## config.mk

```make
export PLATFORM = sky130hd
export DESIGN_NAME = rr_lock_arbiter
export DESIGN_NICKNAME = d
export VERILOG_FILES = /design/src/rtl/rr_lock_arbiter_pkg.sv /design/src/rtl/rr_mask_select.sv /design/src/rtl/rr_lock_arbiter.sv
export SDC_FILE = /design/constraint.sdc
export NUM_CORES = 1
export LEC_CHECK = 0
export CAP_MARGIN = 20
export CORE_MARGIN = 2
export CORE_UTILIZATION = 25
export CTS_BUF_LIST = sky130_fd_sc_hd__clkbuf_8
export CTS_CLUSTER_DIAMETER = 40
export DETAILED_ROUTE_END_ITERATION = 10
export HOLD_SLACK_MARGIN = 0.06
export PLACE_DENSITY = 0.5
export SLEW_MARGIN = 20
export SYNTH_ARGS = -nofsm -noshare
export SYNTH_HDL_FRONTEND = slang
export SYNTH_SLANG_ARGS = --single-unit
```

## constraint.sdc

```tcl
create_clock -name clk -period 1.78 [get_ports clk]
set_clock_uncertainty 0.2 [all_clocks]
set_input_delay 0.356 -clock clk [delete_from_list [all_inputs] [get_ports clk]]
set_output_delay 0.356 -clock clk [all_outputs]
set_load 0.01 [all_outputs]
```

## src/rtl/rr_lock_arbiter_pkg.sv

```systemverilog
// Shared types and defaults for the round-robin lock arbiter.
package rr_lock_arbiter_pkg;

    localparam int RR_ARB_REQ_NUM_DEFAULT  = 4;
    localparam int RR_ARB_MAX_HOLD_DEFAULT = 16;

    typedef enum logic {
        ARB_IDLE  = 1'b0,
        ARB_GRANT = 1'b1
    } arb_state_t;

    // Hold counter width: enough to count 0..max_hold, never narrower than 1 bit
    // so the counter still exists when the timeout is disabled.
    function automatic int rr_hold_width(input int max_hold);
        return (max_hold < 1) ? 1 : $clog2(max_hold + 1);
    endfunction

endpackage

```

## src/rtl/rr_mask_select.sv

```systemverilog
// Round-robin winner selection: lowest requester at or above the pointer,
// falling back to the lowest requester overall when none sit above it.
module rr_mask_select #(
    parameter int REQ_NUM = 4
) (
    input  logic [REQ_NUM-1:0]         i_req,
    input  logic [$clog2(REQ_NUM)-1:0] i_ptr,
    output logic [REQ_NUM-1:0]         o_winner_oh,
    output logic [$clog2(REQ_NUM)-1:0] o_winner_idx,
    output logic                       o_any_valid
);

    localparam int IDX_W = $clog2(REQ_NUM);

    logic [REQ_NUM-1:0] w_mask;
    logic [REQ_NUM-1:0] w_masked;
    logic [REQ_NUM-1:0] w_masked_oh;
    logic [REQ_NUM-1:0] w_req_oh;

    // Clear every requester below the pointer; x & (-x) isolates the lowest set bit.
    assign w_mask      = ~((REQ_NUM'(1) << i_ptr) - REQ_NUM'(1));
    assign w_masked    = i_req & w_mask;
    assign w_masked_oh = w_masked & (~w_masked + REQ_NUM'(1));
    assign w_req_oh    = i_req & (~i_req + REQ_NUM'(1));
    assign o_winner_oh = (|w_masked) ? w_masked_oh : w_req_oh;
    assign o_any_valid = |i_req;

    // Encode the one-hot winner by OR-ing the index of each set bit.
    always_comb begin
        o_winner_idx = '0;
        for (int i = 0; i < REQ_NUM; i++) begin
            if (o_winner_oh[i]) begin
                o_winner_idx = o_winner_idx | IDX_W'(i);
            end
        end
    end

endmodule

```

## src/rtl/rr_lock_arbiter.sv

```systemverilog
// Round-robin lock arbiter: one requester owns the shared unit until it
// releases, drops its request, or exhausts the hold limit.
//
//   state     | meaning
//   ----------+---------------------------------------------------------
//   ARB_IDLE  | no owner; pick a winner from req relative to ptr
//   ARB_GRANT | owner holds the resource; watch release/req/hold limit
module rr_lock_arbiter
    import rr_lock_arbiter_pkg::*;
#(
    parameter int REQ_NUM  = RR_ARB_REQ_NUM_DEFAULT,
    parameter int MAX_HOLD = RR_ARB_MAX_HOLD_DEFAULT
) (
    input  logic                       clk,
    input  logic                       rst,
    input  logic [REQ_NUM-1:0]         req,
    input  logic [REQ_NUM-1:0]         release_req,
    output logic [REQ_NUM-1:0]         grant,
    output logic [$clog2(REQ_NUM)-1:0] grant_id,
    output logic                       grant_valid,
    output logic                       timeout
);

    localparam int IDX_W  = $clog2(REQ_NUM);
    localparam int HOLD_W = rr_hold_width(MAX_HOLD);
    localparam bit HOLD_EN = (MAX_HOLD > 0);
    localparam logic [HOLD_W-1:0] HOLD_LAST = HOLD_W'((MAX_HOLD > 0) ? (MAX_HOLD - 1) : 0);

    arb_state_t         r_state;
    logic [IDX_W-1:0]   r_ptr;
    logic [IDX_W-1:0]   r_owner;
    logic [HOLD_W-1:0]  r_hold_cnt;
    logic [REQ_NUM-1:0] r_grant;
    logic [IDX_W-1:0]   r_grant_id;
    logic               r_timeout;

    logic [REQ_NUM-1:0] w_win_oh;
    logic [IDX_W-1:0]   w_win_idx;
    logic               w_any_req;
    logic               w_owner_done;
    logic               w_hold_limit;

    rr_mask_select #(
        .REQ_NUM (REQ_NUM)
    ) u_mask_select (
        .i_req        (req),
        .i_ptr        (r_ptr),
        .o_winner_oh  (w_win_oh),
        .o_winner_idx (w_win_idx),
        .o_any_valid  (w_any_req)
    );

    // Release wins over the hold limit, so a release on the last allowed
    // cycle ends the grant without a timeout pulse.
    assign w_owner_done = release_req[r_owner] | ~req[r_owner];
    assign w_hold_limit = HOLD_EN && (r_hold_cnt == HOLD_LAST);

    // Arbitration FSM with registered grant, owner index and timeout pulse.
    always_ff @(posedge clk) begin
        if (rst) begin
            r_state    <= ARB_IDLE;
            r_ptr      <= '0;
            r_owner    <= '0;
            r_hold_cnt <= '0;
            r_grant    <= '0;
            r_grant_id <= '0;
            r_timeout  <= 1'b0;
        end else begin
            r_timeout <= 1'b0;
            case (r_state)
                ARB_IDLE: begin
                    if (w_any_req) begin
                        r_state    <= ARB_GRANT;
                        r_owner    <= w_win_idx;
                        r_grant    <= w_win_oh;
                        r_grant_id <= w_win_idx;
                        r_hold_cnt <= '0;
                    end
                end
                ARB_GRANT: begin
                    if (w_owner_done || w_hold_limit) begin
                        // Rotate priority past the outgoing owner; wraps for free
                        // because REQ_NUM is a power of two.
                        r_state    <= ARB_IDLE;
                        r_ptr      <= r_owner + 1'b1;
                        r_grant    <= '0;
                        r_grant_id <= '0;
                        r_hold_cnt <= '0;
                        r_timeout  <= ~w_owner_done;
                    end else begin
                        r_hold_cnt <= r_hold_cnt + 1'b1;
                    end
                end
                default: begin
                    r_state    <= ARB_IDLE;
                    r_grant    <= '0;
                    r_grant_id <= '0;
                end
            endcase
        end
    end

    assign grant       = r_grant;
    assign grant_id    = r_grant_id;
    assign grant_valid = |r_grant;
    assign timeout     = r_timeout;

endmodule

```

==> impl_results.md <==
- Met3 GRT Util: 0.0207
- R2R setup slack: -0.07 ns
- Die area: 3830 µm²
- Slew Viols, Final: 0
- # H-tree levels: 1
- CP arrival: 1.80 ns
- Layout area overhead: 59.3%
- Synthesis warning total: 0
- Reg2reg start: r_owner[0]
- Failing checks: setup timing
- Fillers: 333
- Area contributors post-synth: dfxtp_1, a21oi_1, nand2b_1, inv_1, o32ai_1
- Worst-Skew Late Latency: 0.25 ns
- Die X: 61.9 µm
- Iteration-0 DRC Markers: 18
- # clock sinks: 17
- Port Buffers: 17
- Fin Hold WS: 0.271 ns
- Dpl hpwl: 1520 µm
- Worst R2R End: r_ptr[0]
- Final WS setup: -0.0712 ns
- # nets final: 152
- Post-DP Area: 1210 µm²
- WHS Endpoint: grant_id[1]
- Crit path buf inv count: 2
- Met2 usage: 0.215
- Setup slack after placement: -0.618 ns
- Post-synth top area share: 0.407
- Post-route DRC: 0
- Final setup violation count: 10
- Comb pwr share: 0.234
- Seq/Total Area, Yosys: 0.407
- Most common cell after layout, fill and taps aside: buf_4
- Post-synthesis cell type count: 34
- Final period util: 1.04
- Cell area after synthesis: 837 µm²
- Yosys reg bits: 17
- Max-cap viol count: 0
- RSZ-0062 raised after global routing: true
- Total power: 0.932 mW
- CP required: 1.72 ns
- Switch Pwr: 0.254 mW
- Core Area: 3280 µm²
- Rel. slew slack: 0.769
- Met1 usage: 0.153
- # diodes: 0
- Vias in the first global route: 824
- Static Leak: 0.566 nW
- Number of stages on the worst setup path: 6
- Clk buf depth: 2
- Initial antenna violation count: 0
- Power Dens Cells: 699 nW/µm²
- Routability Congestion: 0.720
- First-pass GRT wire length: 3560 µm
- Clock root buffer: clkbuf_8
- Finished Core Util: 0.406
- Mapped Avg Cell Area: 8.63 µm²
- Cell breakdown of the critical path: inv_2 -> mux4_2 -> buf_4 -> o21ai_4 -> mux2i_1 -> nor2_1
- Worst reg2reg path depth: 6
- First-pass iteration count of the detailed router: 4
- Vias: 866
- Worst VDD drop: 0.262 mV
- Rows: 21
- Setup crit start kind: register
- Gr usage total: 0.125
- Average routed wire per standard cell: 11.6 µm
- DIE HEIGHT: 61.9 µm
- Worst hold path class: register to register
- Clock-pin slew on the worst setup and hold paths: 0.07 ns
- Num CTS Buffers: 3
- Worst hold start: grant_id[1]
- Worst Path Max Fanout: 5
- Min Clock Period, post-route: 1.85 ns
- Avg Vias per Cell: 4.68
- Most frequent cells in the layout: buf_4, dfxtp_1, inv_1, a21oi_1
- Area leader, netlist: dfxtp_1
- Worst Hold Depth: 2
- Clk pwr share: 0.307
- GR peak layer: met2
- Hold Violations, Final: 0
- Tightest Pin Transition: 0.347 ns
- Syn Inst Count: 97
- Slowest stage delay, CP: 0.54 ns
- Sw frac: 0.273
- CTS tree: yes
- Crit path max-delay family: multiplexers
- Internal power: 0.678 mW
- Post-route cell area: 1330 µm²
- Seq pwr share: 0.459
- Status: finished, violations left
- Post-DRT Antenna Nets: 0
- Critical Path Sink Type: register
- Post-synth net total: 109
- Total grt overflow: 0
- Worst Setup Path Type: register to register
- CP max stage cell: mux4_2
- Routed wire length: 2140 µm
- Fmax: 0.540 GHz
- Ratio of cells with drive above 1 in the final layout: 0.317
- Initial Utilization: 0.255
- # IOs: 18
- Pin count of the biggest net entering global routing: 13
[registers in the layout, summed over array words and instances, names as in the netlist]
name and count:
grant 4, grant_id 2, r_hold_cnt 5, r_owner 2
r_ptr 2, r_state 1, timeout 1
[power by group through the flow]
stage,registers [mW],clock network [mW],logic [mW]
5_1_grt,0.432,0.311,0.239
2_1_floorplan,0.435,0,0.0929
4_1_cts,0.427,0.292,0.209
3_5_place_dp,0.434,0,0.203
6_report,0.428,0.286,0.218
3_3_place_gp,0.433,0,0.198
[what timing repair did]
item,4_1_cts,5_1_grt
setup buffers,1,1
cloned,1,0
pin swaps,5,5
hold buffers,0,0
resized for setup,27,8
endpoints found under the setup margin,17,17
[worst max path at each step]
stage                        start             to  slack, ns
global placement            req[2]  r_hold_cnt[2]      -0.55
detailed placement          req[2]  r_hold_cnt[2]      -0.62
global route            r_owner[0]  r_hold_cnt[3]      -0.19
floorplan           release_req[2]       grant[1]      -0.07
CTS                     r_owner[0]       grant[1]      -0.11
finish                  r_owner[0]       r_ptr[0]      -0.07
[synth_stat cells]
cell	instances
dfxtp_1	17
a21oi_1	10
inv_1	8
nand2b_1	6
nor2_1	6
o21ai_0	5
nand2_1	4
nand3b_1	3
o32ai_1	3
a21o_1	2
a31oi_1	2
buf_4	2
ha_1	2
mux2i_1	2
nand3_1	2
nor3_1	2
o211ai_1	2
o21ai_1	2
o22ai_1	2
a211oi_1	1
a22oi_1	1
and3_1	1
buf_1	1
clkbuf_1	1
mux4_2	1
nor2_2	1
nor2b_1	1
nor3b_2	1
nor4_1	1
o21ai_2	1
o221ai_1	1
or2_2	1
or4_1	1
xor2_1	1
[cells by family after synthesis]
group | share of synthesized area
flip-flops | 0.407
adder cells (fa/ha/maj) | 0.0299
buffers and inverters | 0.0628
AO/OA/AOI/OAI | 0.238
XOR/XNOR | 0.0105
multiplexers | 0.0508
AND/OR/NAND/NOR | 0.202
[metal layers]
| layer | part of all wire | vias up |
|---|---|---|
| li1 | - | 438 |
| met5 | 0 | - |
| met2 | 0.50 | 19 |
| met1 | 0.45 | 405 |
| met3 | 0.033 | 4 |
| met4 | 0.018 | 0 |
[tightest hold or removal path, delay by kind of cell (launching register included)]
kind / cells / cell delay (ns)
compound gates: 2 / 0.11
flops: 1 / 0.32
[final cells by class]
class                      instances  area [µm²]  share of cell area
clock inverter                     1        3.75             0.00281
tap                               46        57.6              0.0432
multi-input combinational         68         502               0.376
sequential                        17         342               0.256
clock buffer                       3        41.3              0.0310
timing repair buffer              42         358               0.268
inverter                           8        30.0              0.0225
[stage by stage]
stage               setup TNS [ns]  std cells
floorplan                   -0.250         97
global placement             -7.87        178
detailed placement           -8.45        178
CTS                         -0.751        184
global route                 -2.09        185
finish                      -0.406        185
No activity file was read; power rests on OpenSTA's default activity.
